### src/rtl/ws2812b_timing_calibrator.sv
// WS2812B receive-path auto-calibration: measures high-pulse widths and
// derives the bit threshold and idle gap for the decoder configuration.
module ws2812b_timing_calibrator #(
    parameter int SAMPLES       = 16,
    parameter int MIN_SPREAD    = 4,
    parameter int TIMEOUT       = 65535,
    parameter int DEF_THRESHOLD = 38,
    parameter int DEF_IDLE      = 3840
) (
    input  logic        clk,
    input  logic        rst_n,
    input  logic        din,
    input  logic        start,
    input  logic        abort,
    output logic [15:0] threshold_cycles,
    output logic [15:0] idle_ticks,
    output logic        commit,
    output logic        busy,
    output logic        done,
    output logic [2:0]  error_code
);

    typedef enum logic [2:0] {
        IDLE, WAIT_LOW, WAIT_RISE, MEASURE, EVAL, COMMIT, FAIL
    } state_t;

    state_t      state, state_n;
    logic        din_q;
    logic [15:0] width, min_w, max_w, tmo;
    logic [7:0]  cnt;
    logic [2:0]  fail_code, code_n;

    logic        rise, tmo_hit, last, kill;
    logic [15:0] spread, thr, idl;
    logic [16:0] sum, sum1;
    logic [22:0] idle_full;

    assign rise      = din & ~din_q;
    assign tmo_hit   = ({1'b0, tmo} + 17'd1) == 17'(TIMEOUT);
    assign last      = ({1'b0, cnt} + 9'd1) == 9'(SAMPLES);
    assign kill      = abort && (state != IDLE);
    assign spread    = max_w - min_w;
    assign sum       = {1'b0, min_w} + {1'b0, max_w};
    assign sum1      = sum + 17'd1;
    assign thr       = sum1[16:1];
    assign idle_full = 23'(sum) * 23'd48;
    // Gaps beyond the 16-bit range pin to the largest programmable value
    assign idl       = (|idle_full[22:16]) ? 16'hFFFF : idle_full[15:0];

    assign commit = (state == COMMIT) && !abort;
    assign busy   = (state != IDLE);

    always_comb begin
        state_n = state;
        code_n  = 3'd0;
        unique case (state)
            IDLE:      if (start && !abort) state_n = WAIT_LOW;
            WAIT_LOW: begin
                if (tmo_hit) begin
                    state_n = FAIL;
                    code_n  = 3'd1;
                end else if (!din) begin
                    state_n = WAIT_RISE;
                end
            end
            WAIT_RISE: begin
                if (rise) begin
                    state_n = MEASURE;
                end else if (tmo_hit) begin
                    state_n = FAIL;
                    code_n  = 3'd1;
                end
            end
            MEASURE: begin
                if (din) begin
                    if (width == 16'hFFFF) begin
                        state_n = FAIL;
                        code_n  = 3'd2;
                    end
                end else begin
                    state_n = last ? EVAL : WAIT_RISE;
                end
            end
            EVAL: begin
                if (spread < 16'(MIN_SPREAD)) begin
                    state_n = FAIL;
                    code_n  = 3'd3;
                end else begin
                    state_n = COMMIT;
                end
            end
            COMMIT:    state_n = IDLE;
            FAIL:      state_n = IDLE;
            default:   state_n = IDLE;
        endcase
        if (kill) state_n = IDLE;
    end

    always_ff @(posedge clk or negedge rst_n) begin
        if (!rst_n) begin
            state <= IDLE;
        end else begin
            state <= state_n;
        end
    end

    always_ff @(posedge clk or negedge rst_n) begin
        if (!rst_n) begin
            din_q            <= 1'b0;
            width            <= '0;
            min_w            <= 16'hFFFF;
            max_w            <= '0;
            cnt              <= '0;
            tmo              <= '0;
            fail_code        <= '0;
            threshold_cycles <= 16'(DEF_THRESHOLD);
            idle_ticks       <= 16'(DEF_IDLE);
            done             <= 1'b0;
            error_code       <= '0;
        end else begin
            din_q <= din;
            if (state_n == FAIL) fail_code <= code_n;
            if (kill) begin
                error_code <= 3'd4;
                done       <= 1'b1;
            end else begin
                unique case (state)
                    IDLE: begin
                        if (start && !abort) begin
                            min_w      <= 16'hFFFF;
                            max_w      <= '0;
                            cnt        <= '0;
                            tmo        <= '0;
                            done       <= 1'b0;
                            error_code <= '0;
                        end
                    end
                    WAIT_LOW:  tmo <= tmo + 16'd1;
                    WAIT_RISE: begin
                        if (rise) begin
                            width <= 16'd1;
                            tmo   <= '0;
                        end else begin
                            tmo <= tmo + 16'd1;
                        end
                    end
                    MEASURE: begin
                        if (din) begin
                            if (width != 16'hFFFF) width <= width + 16'd1;
                        end else begin
                            if (width < min_w) min_w <= width;
                            if (width > max_w) max_w <= width;
                            cnt <= cnt + 8'd1;
                            tmo <= '0;
                        end
                    end
                    COMMIT: begin
                        threshold_cycles <= thr;
                        idle_ticks       <= idl;
                        done             <= 1'b1;
                    end
                    FAIL: begin
                        done       <= 1'b1;
                        error_code <= fail_code;
                    end
                    default: ;
                endcase
            end
        end
    end

endmodule

### config.mk
export PLATFORM = sky130hd
export DESIGN_NAME = ws2812b_timing_calibrator
export DESIGN_NICKNAME = d
export VERILOG_FILES = /design/src/rtl/ws2812b_timing_calibrator.sv
export SDC_FILE = /design/constraint.sdc
export NUM_CORES = 1
export LEC_CHECK = 0
export ABC_CLOCK_PERIOD_IN_PS = 3850
export BUFFER_PORTS_ARGS = -buffer_cell sky130_fd_sc_hd__buf_2
export CAP_MARGIN = 0
export CORE_MARGIN = 1
export CORE_UTILIZATION = 50
export DETAILED_ROUTE_END_ITERATION = 6
export GPL_TIMING_DRIVEN = 0
export PLACE_DENSITY = 0.68
export SLEW_MARGIN = 20
export SYNTH_ARGS = -nofsm -noshare
export SYNTH_HDL_FRONTEND = slang
export SYNTH_SLANG_ARGS = --single-unit
### constraint.sdc
create_clock -name clk -period 3.85 [get_ports clk]
set_input_delay 0.5775 -clock clk [delete_from_list [all_inputs] [get_ports clk]]
set_output_delay 0.5775 -clock clk [all_outputs]
set_load 0.05 [all_outputs]
Word level (Yosys, flattened, before mapping)
Cells that the tools add are included.

Bitwise gates (word level): 3. Reduce and logical (&&, ||, !) cells: 21. Order comparisons: 3. Add/subtract/negate cells: 8. Equal/unequal tests: 19. Multiply operators: 1. Div/mod/pow operators: 0. Shift-type cells: 0. Muxes and demuxes: 42.

Operators by type and width (number): $mux W16 (12); $pmux W16 S2 (3); $pmux W16 S4 (1); $mux W3 (11); $add A16 B1 Y16 const B (2); $mul A17 B2 Y19 const B (1); $add A16 B1 Y17 const B (1); $add A16 B16 Y17 (1); $add A17 B1 Y17 const B (1); $eq A17 B16 Y1 const B (1); $eq A16 B16 Y1 const B (1); $gt A16 B16 Y1 (1); $lt A16 B16 Y1 (1); $lt A16 B3 Y1 const B (1); $mux W8 (2); $ne A16 B16 Y1 const B (1); $pmux W8 S2 (1); $sub A16 B16 Y16 (1); $pmux W3 S5 (1); $reduce_and A5 Y1 (3); $ne A2 B2 Y1 const B (7); $eq A3 B3 Y1 const B (4); $add A8 B1 Y9 const B (1); $eq A9 B5 Y1 const B (1); 21 further kinds (37).

Memories kept: 0. Latch bits: 0. Memory bits (read-only): 0. Bits of input ports: 5. Register bits: 115. Memory bits (writable): 0.

Depth between registers and ports, before layout
Gate-level depths: netlist of run 1.

Word-level depth: 7. Depth in mapped cells: 20.

Worst setup path after synthesis of run 1
Ideal clock, no wire load.

Path type: reg2reg. Start: reg min_w[7]. End: reg idle_ticks[15]. Cell stages (with the launch flop): 20. Buffers on the path: 2. Setup time: 124 ps. Period minus slack after synthesis: 4084 ps. Arrival: 3961 ps. Setup slack: -234 ps. Cell sequence: dfstp_2 inv_1 ha_1 buf_6 or3_1 nor3_1 o21ai_1 a2111oi_2 nor2_1 a21o_1 xnor2_1 ha_1 nor3b_1 a21oi_1 o221ai_1 nor4_1 nand4_1 nor2_2 buf_6 a21oi_2.

Longest elaborated chain between the ends: 4.

RTL lines: start, declared (line 29) `logic [15:0] width, min_w, max_w, tmo;`; start signal, assigned (line 151) `if (width < min_w) min_w <= width;`; $add A16 B16 Y17 (*) (line 43) `assign sum = {1'b0, min_w} + {1'b0, max_w};`; $mul A17 B2 Y19 (*) (line 46) `assign idle_full = 23'(sum) * 23'd48;`; $reduce_or A7 Y1 (line 48) `assign idl = (|idle_full[22:16]) ? 16'hFFFF : idle_full[15:0];`; $mux W16 (*) (line 48); end signal, assigned (line 117) `idle_ticks <= 16'(DEF_IDLE);`; end signal, assigned (line 159) `idle_ticks <= idl;`; end, declared (line 16) `output logic [15:0] idle_ticks,`.

Every way passes the cells marked *; elsewhere a longest branch is shown, timed or not. A chain may end at the register's enable or synchronous reset.

Final worst setup path of run 1
Start: reg min_w[5]. End: reg idle_ticks[9].

The elaborated chain is that of the path after synthesis.

==> PnR_summary.wiki, run 1 <==
{| class="wikitable"
! Metric !! Value
|-
| Run status || finished, violations left
|-
| Violated checks || setup timing
|-
| Sequential share of the synthesized area || 33.1%
|-
| Adder-Cell Fraction of Synth Area || 12.9%
|-
| Synthesized-area fraction occupied by ao, oa, aoi and oai cells || 21.2%
|-
| Post-synthesis area per instance || 8.66 sq um
|-
| Leakage dissipation || 4.43 nW
|-
| Overflow after GRT || 0
|-
| Critical Path Sink Type || flop
|-
| Final period util || 111%
|-
| N_diodes || 0
|-
| Most instantiated flip-flop cell in the synthesis netlist || sky130_fd_sc_hd__dfrtp_1
|-
| Routed WL per cell || 15.6 microns
|-
| Number of flip-flops and latches in the synthesized netlist || 111
|-
| DRT Wirelength || 20100 microns
|-
| Start of the worst register-to-register path || min_w[5]
|-
| Critical path launch point type || flop
|-
| Number of DRC markers in iteration 0 || 443
|-
| Peak fanout along the critical path || 6
|-
| Detailed placement HPWL || 14900 microns
|-
| RD Place Congestion || 0.879
|-
| TritonCTS clock tree || done
|-
| DRT Pass-1 Iters || 5
|-
| Non-Filler Cell Area, Final || 0.00989 sq mm
|-
| Ratio of total power to cell area || 691 mW/mm^2
|-
| Clock transition at the register clock pins on the worst setup and hold paths after CTS || 70 ps
|-
| Arrival @ worst endpoint || 4540 ps
|-
| RSZ-0062 raised after global routing || yes
|-
| Clock latency on the worst-skew pair || 360 ps
|-
| Worst clock skew || 12.7 ps
|-
| Die Y-Extent || 132 microns
|-
| Number of max-cap violations || 0
|-
| Largest stage delay on the critical path || 540 ps
|-
| Hold Path Class || in2async
|-
| Library cell with the largest summed area after synthesis || sky130_fd_sc_hd__dfrtp_1
|-
| Slew @ Worst Pin || 652 ps
|-
| Final core utilization || 59.6%
|-
| Root Driver || sky130_fd_sc_hd__clkbuf_16
|-
| Critical path buffer and inverter count || 3
|-
| Commonest non-fill, non-tap cell in the layout || sky130_fd_sc_hd__nand2_1
|-
| Full die area || 0.0175 sq mm
|-
| Share of synthesized cell area in and, or, nand and nor gates || 18.5%
|-
| Pin count of the biggest net entering global routing || 58
|-
| Maximum achievable frequency || 235 MHz
|-
| Worst R2R Setup Slack || -410 ps
|-
| Die W || 132 microns
|-
| Worst reg2reg endpoint || idle_ticks[9]
|-
| Via density || 5.71
|-
| Data required time at the worst endpoint || 4140 ps
|-
| Reg2reg path depth || 17
|-
| Initial antenna violation count || 0
|-
| Fill count || 1484
|-
| Slowest stage cell, crit path || sky130_fd_sc_hd__dfstp_2
|-
| Hold-fix buffers at CTS || 0
|-
| Share of cell area taken by muxes after synthesis || 2.59%
|-
| Area of the core region || 0.0166 sq mm
|-
| Post-route setup TNS || -4510 ps
|-
| Htree depth || 3
|-
| Synthesized instance count || 980
|-
| Final-report max-slew violation count || 0
|-
| Initial core utilization || 51.2%
|-
| Post-route antenna net violation count || 0
|-
| Worst-case setup slack after placement || -675 ps
|-
| Wire length of the first global-routing pass || 33500 microns
|-
| FF/Latch Area || 0.00281 sq mm
|-
| Floorplan row count || 47
|-
| Peak supply drop || 0.370 mV
|-
| Overall power || 6.84 mW
|-
| Syn_nets || 1071
|-
| Fraction of synthesized cell area taken by the top area cell type || 25.9%
|-
| Clock period minus final worst setup slack || 4260 ps
|-
| Num CTS Buffers || 9
|-
| Xor and xnor fraction of the mapped netlist area || 6.29%
|-
| Number of hold violations in the final report || 0
|-
| Top Family by Delay on Critical Path || compound AO/OA/AOI/OAI gates
|-
| Highest-count cells in the layout ignoring fill and taps || sky130_fd_sc_hd__nand2_1, sky130_fd_sc_hd__dfrtp_1, sky130_fd_sc_hd__o21ai_0, sky130_fd_sc_hd__nor2_1, sky130_fd_sc_hd__ha_1
|-
| Final-stage net count || 1150
|-
| Netlist Area Pre-Place || 0.00849 sq mm
|-
| Synth top area cells || sky130_fd_sc_hd__dfrtp_1, sky130_fd_sc_hd__ha_1, sky130_fd_sc_hd__dfstp_2
|-
| Worst max-slew margin expressed relative to the limit || 56.4%
|-
| Post-place instance area || 0.00911 sq mm
|-
| Clock sinks || 111
|-
| Proportion of layout cells with a drive suffix above 1 || 18.5%
|-
| Maximum buffer depth of the clock tree || 2
|-
| Yosys Warn Count || 0
|-
| Post-synth EDFFs || 0
|-
| Class of the most critical setup path || reg2reg
|-
| Input/output buffers || 41
|-
| Layout overhead on the synthesized area || 16.5%
|-
| Dominant combinational cell family by area after synthesis || compound AO/OA/AOI/OAI gates
|-
| Share of synthesized flip-flops with an asynchronous set or reset || 100%
|-
| Via count of the routed design || 7335
|-
| Fin worst setup slack || -406 ps
|-
| Global-route total usage across every layer || 23.6%
|-
| Footprint of the multi-input gates || 0.00556 sq mm
|-
| # DRC || 0
|-
| Final setup vio count || 13
|-
| Via count of the first global-routing pass || 6822
|-
| Unique masters post-synth || 75
|-
| Ports || 43
|-
| Crit path cell chain || inv_2 -> ha_4 -> or3_4 -> o221a_4 -> a2111oi_4 -> nor2_1 -> a21o_1 -> xnor2_4 -> buf_4 -> ha_4 -> nor3b_2 -> a21oi_2 -> o221ai_1 -> nor4_2 -> nand4_1 -> buf_4 -> o32a_1
|}
-- worst max path at each step --
stage              from             end  slack [ps]  depth (start not counted)
6_report       min_w[5]   idle_ticks[9]        -410                         17
5_1_grt        min_w[8]   idle_ticks[9]        -570                         16
4_1_cts        min_w[5]  idle_ticks[12]        -470                         18
3_5_place_dp   min_w[3]  idle_ticks[12]        -670                         19
3_3_place_gp   min_w[8]  idle_ticks[13]        -690                         19
2_1_floorplan  min_w[6]  idle_ticks[12]         -90                         18
-- where the power goes --
part	internal (mW)	switching [mW]	total [mW]
Combinational	1.89	2.48	4.37
Clock	0.590	0.433	1.02
Sequential	1.33	0.109	1.44
-- repair_timing --
action                     CTS  global route
cloned                       1             0
pin swaps                   22            27
setup endpoints to repair   13            13
gates resized for setup     13            40
setup buffers               17            16
-- registers in the layout, indices dropped and copies added, names as in the netlist --
name              count
din_q                 1
threshold_cycles     16
idle_ticks           13
fail_code             2
error_code            3
done                  1
min_w                16
width                16
tmo                  16
max_w                16
state                 3
cnt                   8
-- synthesized netlist by cell type (21+ instances only) --
master / n
sky130_fd_sc_hd__a21oi_1: 53
sky130_fd_sc_hd__clkbuf_1: 31
sky130_fd_sc_hd__dfrtp_1: 88
sky130_fd_sc_hd__dfstp_2: 23
sky130_fd_sc_hd__ha_1: 84
sky130_fd_sc_hd__inv_1: 65
sky130_fd_sc_hd__mux2i_1: 22
sky130_fd_sc_hd__nand2_1: 91
sky130_fd_sc_hd__nand3_1: 35
sky130_fd_sc_hd__nor2_1: 78
sky130_fd_sc_hd__nor3_1: 21
sky130_fd_sc_hd__o21ai_0: 82
sky130_fd_sc_hd__xnor2_1: 25
sky130_fd_sc_hd__xor2_1: 29
-- logic make-up after synthesis --
family,count (synthesis)
flops,111
mux,22
buf+inv,111
simple gates,320
fa+ha+maj,86
compound gates,273
xor+xnor,57
-- area by class of cell --
cell class / instances / area share (%)
multi-input cells: 758 / 56.2
inverters: 66 / 2.51
well taps: 220 / 2.78
repair buffers: 76 / 5.04
plain buffers: 37 / 1.87
clock inverters: 3 / 0.683
clock buffers: 13 / 2.53
flip-flops and latches: 111 / 28.4
-- through the flow --
step	hold WS, ps	cells
after floorplan	282	980
after global placement	457	1241
after detailed placement	460	1242
after CTS	183	1270
after global routing	210	1284
final	161	1284
-- layer usage --
layer | share of wire [%] | global-route usage [%]
met1 | 49 | 32.8
met2 | 46 | 37.9
met3 | 2.9 | 2.58
met4 | 2.8 | 8.94
met5 | 0 | 0
Note: power is estimated with default switching activity, not from simulation.
==> run 2, diff against run 1 <==
CTS_BUF_LIST = sky130_fd_sc_hd__clkbuf_4 sky130_fd_sc_hd__clkbuf_8 sky130_fd_sc_hd__clkbuf_16   (was not set)
==> run 2 against run 1 <==
The flow still finishes with violations (setup timing). Clock power about the same. Total power up 0.35%. Via count unchanged. Clock skew down 0.67 ps. Final area up 0.11%. First-iteration DRC count down 2.3%. Utilization up 0.068 points. Sequential share of layout area about the same. Highest routed layer unchanged.
==> PnR_summary.wiki, run 2 (synthesized netlist as in run 1, its figures left out) <==
{| class="wikitable"
! Metric !! Value
|-
| Run status || finished, violations left
|-
| Violated checks || setup timing
|-
| Share of power burned in the clock network || 15.2% (+0.2 points)
|-
| Worst clock skew || 12.0 ps (-0.673 ps)
|-
| Final period util || 111% (+0.44 points)
|-
| Initial core utilization || 51.2% (unchanged)
|-
| Hold-fix buffers at CTS || 0 (unchanged)
|-
| Worst max-slew margin expressed relative to the limit || 56.3% (-0.076 points)
|-
| Commonest non-fill, non-tap cell in the layout || sky130_fd_sc_hd__nand2_1
|-
| DRT Pass-1 Iters || 5 (unchanged)
|-
| Ports || 43 (unchanged)
|-
| Sequential share of power || 21.0% (about the same)
|-
| Layout overhead on the synthesized area || 16.6%
|-
| RD Place Congestion || 0.879 (unchanged)
|-
| Routed WL per cell || 15.6 microns (-0.15%)
|-
| Peak fanout along the critical path || 6 (unchanged)
|-
| Combinational fraction of design power || 63.8% (-0.2 points)
|-
| Input/output buffers || 41 (unchanged)
|-
| Total internal power || 3.83 mW (+0.55%)
|-
| Switching power summed over all nets || 3.03 mW (+0.11%)
|-
| Maximum achievable frequency || 234 MHz (-0.39%)
|-
| Die W || 132 microns (unchanged)
|-
| Worst R2R Setup Slack || -420 ps (-20 ps)
|-
| Leakage dissipation || 4.44 nW (+0.23%)
|-
| Area of the core region || 0.0166 sq mm (unchanged)
|-
| Proportion of total power due to net switching || 44.1% (-0.11 points)
|-
| Worst-case setup slack after placement || -675 ps (unchanged)
|-
| Worst hold margin || 165 ps (+4.18 ps)
|-
| Overflow after GRT || 0 (unchanged)
|-
| Via count of the routed design || 7335 (unchanged)
|-
| Class of the most critical setup path || reg2reg
|-
| Data required time at the worst endpoint || 4130 ps (about the same)
|-
| Maximum buffer depth of the clock tree || 2 (unchanged)
|-
| DRT Wirelength || 20100 microns (-0.15%)
|-
| Hold Path Class || in2async
|-
| Post-route antenna net violation count || 0 (unchanged)
|-
| Final-stage net count || 1150 (unchanged)
|-
| Via density || 5.71 (unchanged)
|-
| Clock sinks || 111 (unchanged)
|-
| Number of hold violations in the final report || 0 (unchanged)
|-
| Critical Path Sink Type || flop
|-
| Root Driver || sky130_fd_sc_hd__clkbuf_16
|-
| Highest-count cells in the layout ignoring fill and taps || sky130_fd_sc_hd__nand2_1, sky130_fd_sc_hd__dfrtp_1, sky130_fd_sc_hd__o21ai_0, sky130_fd_sc_hd__nor2_1, sky130_fd_sc_hd__ha_1
|-
| Htree depth || 3 (unchanged)
|-
| N_diodes || 0 (unchanged)
|-
| Final-report max-slew violation count || 0 (unchanged)
|-
| Global-route total usage across every layer || 23.6% (unchanged)
|-
| Floorplan row count || 47 (unchanged)
|-
| Slew @ Worst Pin || 653 ps (+1.13 ps)
|-
| RSZ-0062 raised after global routing || yes
|-
| Full die area || 0.0175 sq mm (unchanged)
|-
| Number of DRC markers in iteration 0 || 433 (-2.3%)
|-
| Critical path launch point type || flop
|-
| Initial antenna violation count || 0 (unchanged)
|-
| Number of max-cap violations || 0 (unchanged)
|-
| Proportion of layout cells with a drive suffix above 1 || 18.8% (+0.28 points)
|-
| TritonCTS clock tree || done
|-
| Die Y-Extent || 132 microns (unchanged)
|-
| Fill count || 1486 (+0.13%)
|-
| # DRC || 0 (unchanged)
|-
| Arrival @ worst endpoint || 4560 ps (+20 ps)
|-
| Pin count of the biggest net entering global routing || 58 (unchanged)
|-
| Detailed placement HPWL || 14900 microns (unchanged)
|-
| Clock latency on the worst-skew pair || 360 ps (about the same)
|-
| Fin worst setup slack || -423 ps (-16.8 ps)
|-
| Clock period minus final worst setup slack || 4270 ps (+16.8 ps)
|-
| Ratio of total power to cell area || 693 mW/mm^2 (+0.24%)
|-
| Final setup vio count || 13 (unchanged)
|-
| Wire length of the first global-routing pass || 33400 microns (about the same)
|-
| Peak supply drop || 0.369 mV (-0.29%)
|-
| Num CTS Buffers || 9 (unchanged)
|-
| Via count of the first global-routing pass || 6824 (+0.029%)
|-
| Clock transition at the register clock pins on the worst setup and hold paths after CTS || 70 ps (about the same)
|}
[run 2: changes by cell type in the layout (fill, tap and decap cells not counted)]
cell                       before  now
sky130_fd_sc_hd__clkbuf_1      28   25
sky130_fd_sc_hd__clkbuf_4       1    4
[run 2: power groups by stage]
| stage | sequential (mW) | combinational [mW] | clock, mW |
|---|---|---|---|
| 2_1_floorplan | 1.47 | 2.93 | 0 |
| 3_3_place_gp | 1.46 | 3.67 | 0 |
| 3_5_place_dp | 1.46 | 3.69 | 0 |
| 4_1_cts | 1.44 | 3.94 | 1.07 |
| 5_1_grt | 1.46 | 4.78 | 1.11 |
| 6_report | 1.44 | 4.38 | 1.04 |
[run 2: through the flow]
step / setup TNS, ps / util [%] / total power [mW] / std cells / cell area, sq um
2_1_floorplan: -821 / - / 4.40 / 980 / 8600
3_3_place_gp: -8380 / 54.7 / 5.13 / 1241 / 9080
3_5_place_dp: -8120 / 54.9 / 5.15 / 1242 / 9110
4_1_cts: -5590 / 57.8 / 6.45 / 1270 / 9580
5_1_grt: -6820 / 59.7 / 7.34 / 1284 / 9900
6_report: -4700 / 59.7 / 6.86 / 1284 / 9900
[run 2: final cells by class]
type | count | area [sq um] | area share, %
Clock inverter | 3 | 67.6 | 0.682
Sequential cell | 111 | 2810 | 28.3
Inverter | 66 | 248 | 2.50
Timing Repair Buffer | 76 | 498 | 5.03
Multi-Input combinational cell | 758 | 5560 | 56.1
Tap cell | 220 | 275 | 2.78
Buffer | 37 | 185 | 1.87
Clock buffer | 13 | 262 | 2.64
[run 2: worst paths after layout]
| path | startpoint | to | cells after the start |
|---|---|---|---|
| hold reg to reg | error_code[2] | error_code[2] | 1 |
| hold / removal | rst_n | idle_ticks[4] | 1 |
| setup / recovery | min_w[5] | idle_ticks[9] | 17 |
| max in group asynchronous | rst_n | min_w[12] | 2 |
| setup reg to reg | min_w[5] | idle_ticks[9] | 17 |
| min in group clk | din | din_q | 1 |
[run 2: critical path, stage by stage, from the launching register on]
cell and delay (ps):
sky130_fd_sc_hd__dfstp_2 540, sky130_fd_sc_hd__inv_2 50, sky130_fd_sc_hd__ha_4 230, sky130_fd_sc_hd__or3_4 410
sky130_fd_sc_hd__o221a_4 240, sky130_fd_sc_hd__a2111oi_4 400, sky130_fd_sc_hd__nor2_1 70, sky130_fd_sc_hd__a21o_1 230
sky130_fd_sc_hd__xnor2_4 180, sky130_fd_sc_hd__buf_4 160, sky130_fd_sc_hd__ha_4 290, sky130_fd_sc_hd__nor3b_2 50
sky130_fd_sc_hd__a21oi_2 110, sky130_fd_sc_hd__o221ai_1 130, sky130_fd_sc_hd__nor4_2 300, sky130_fd_sc_hd__nand4_1 280
sky130_fd_sc_hd__buf_4 220, sky130_fd_sc_hd__o32a_1 280
[run 2: metal layers]
metal	vias up	track usage, %	share of wire (%)
li1	3660	-	-
met1	3489	32.7	48
met3	36	2.58	2.9
met4	0	8.94	2.6
met2	150	37.9	46
met5	-	0	0
[run 2: timing repair]
item / in CTS / in global routing
cloned: 1 / 0
endpoints found under the setup margin: 13 / 13
resized for setup: 13 / 40
pin swaps: 22 / 27
buffers inserted: 17 / 16
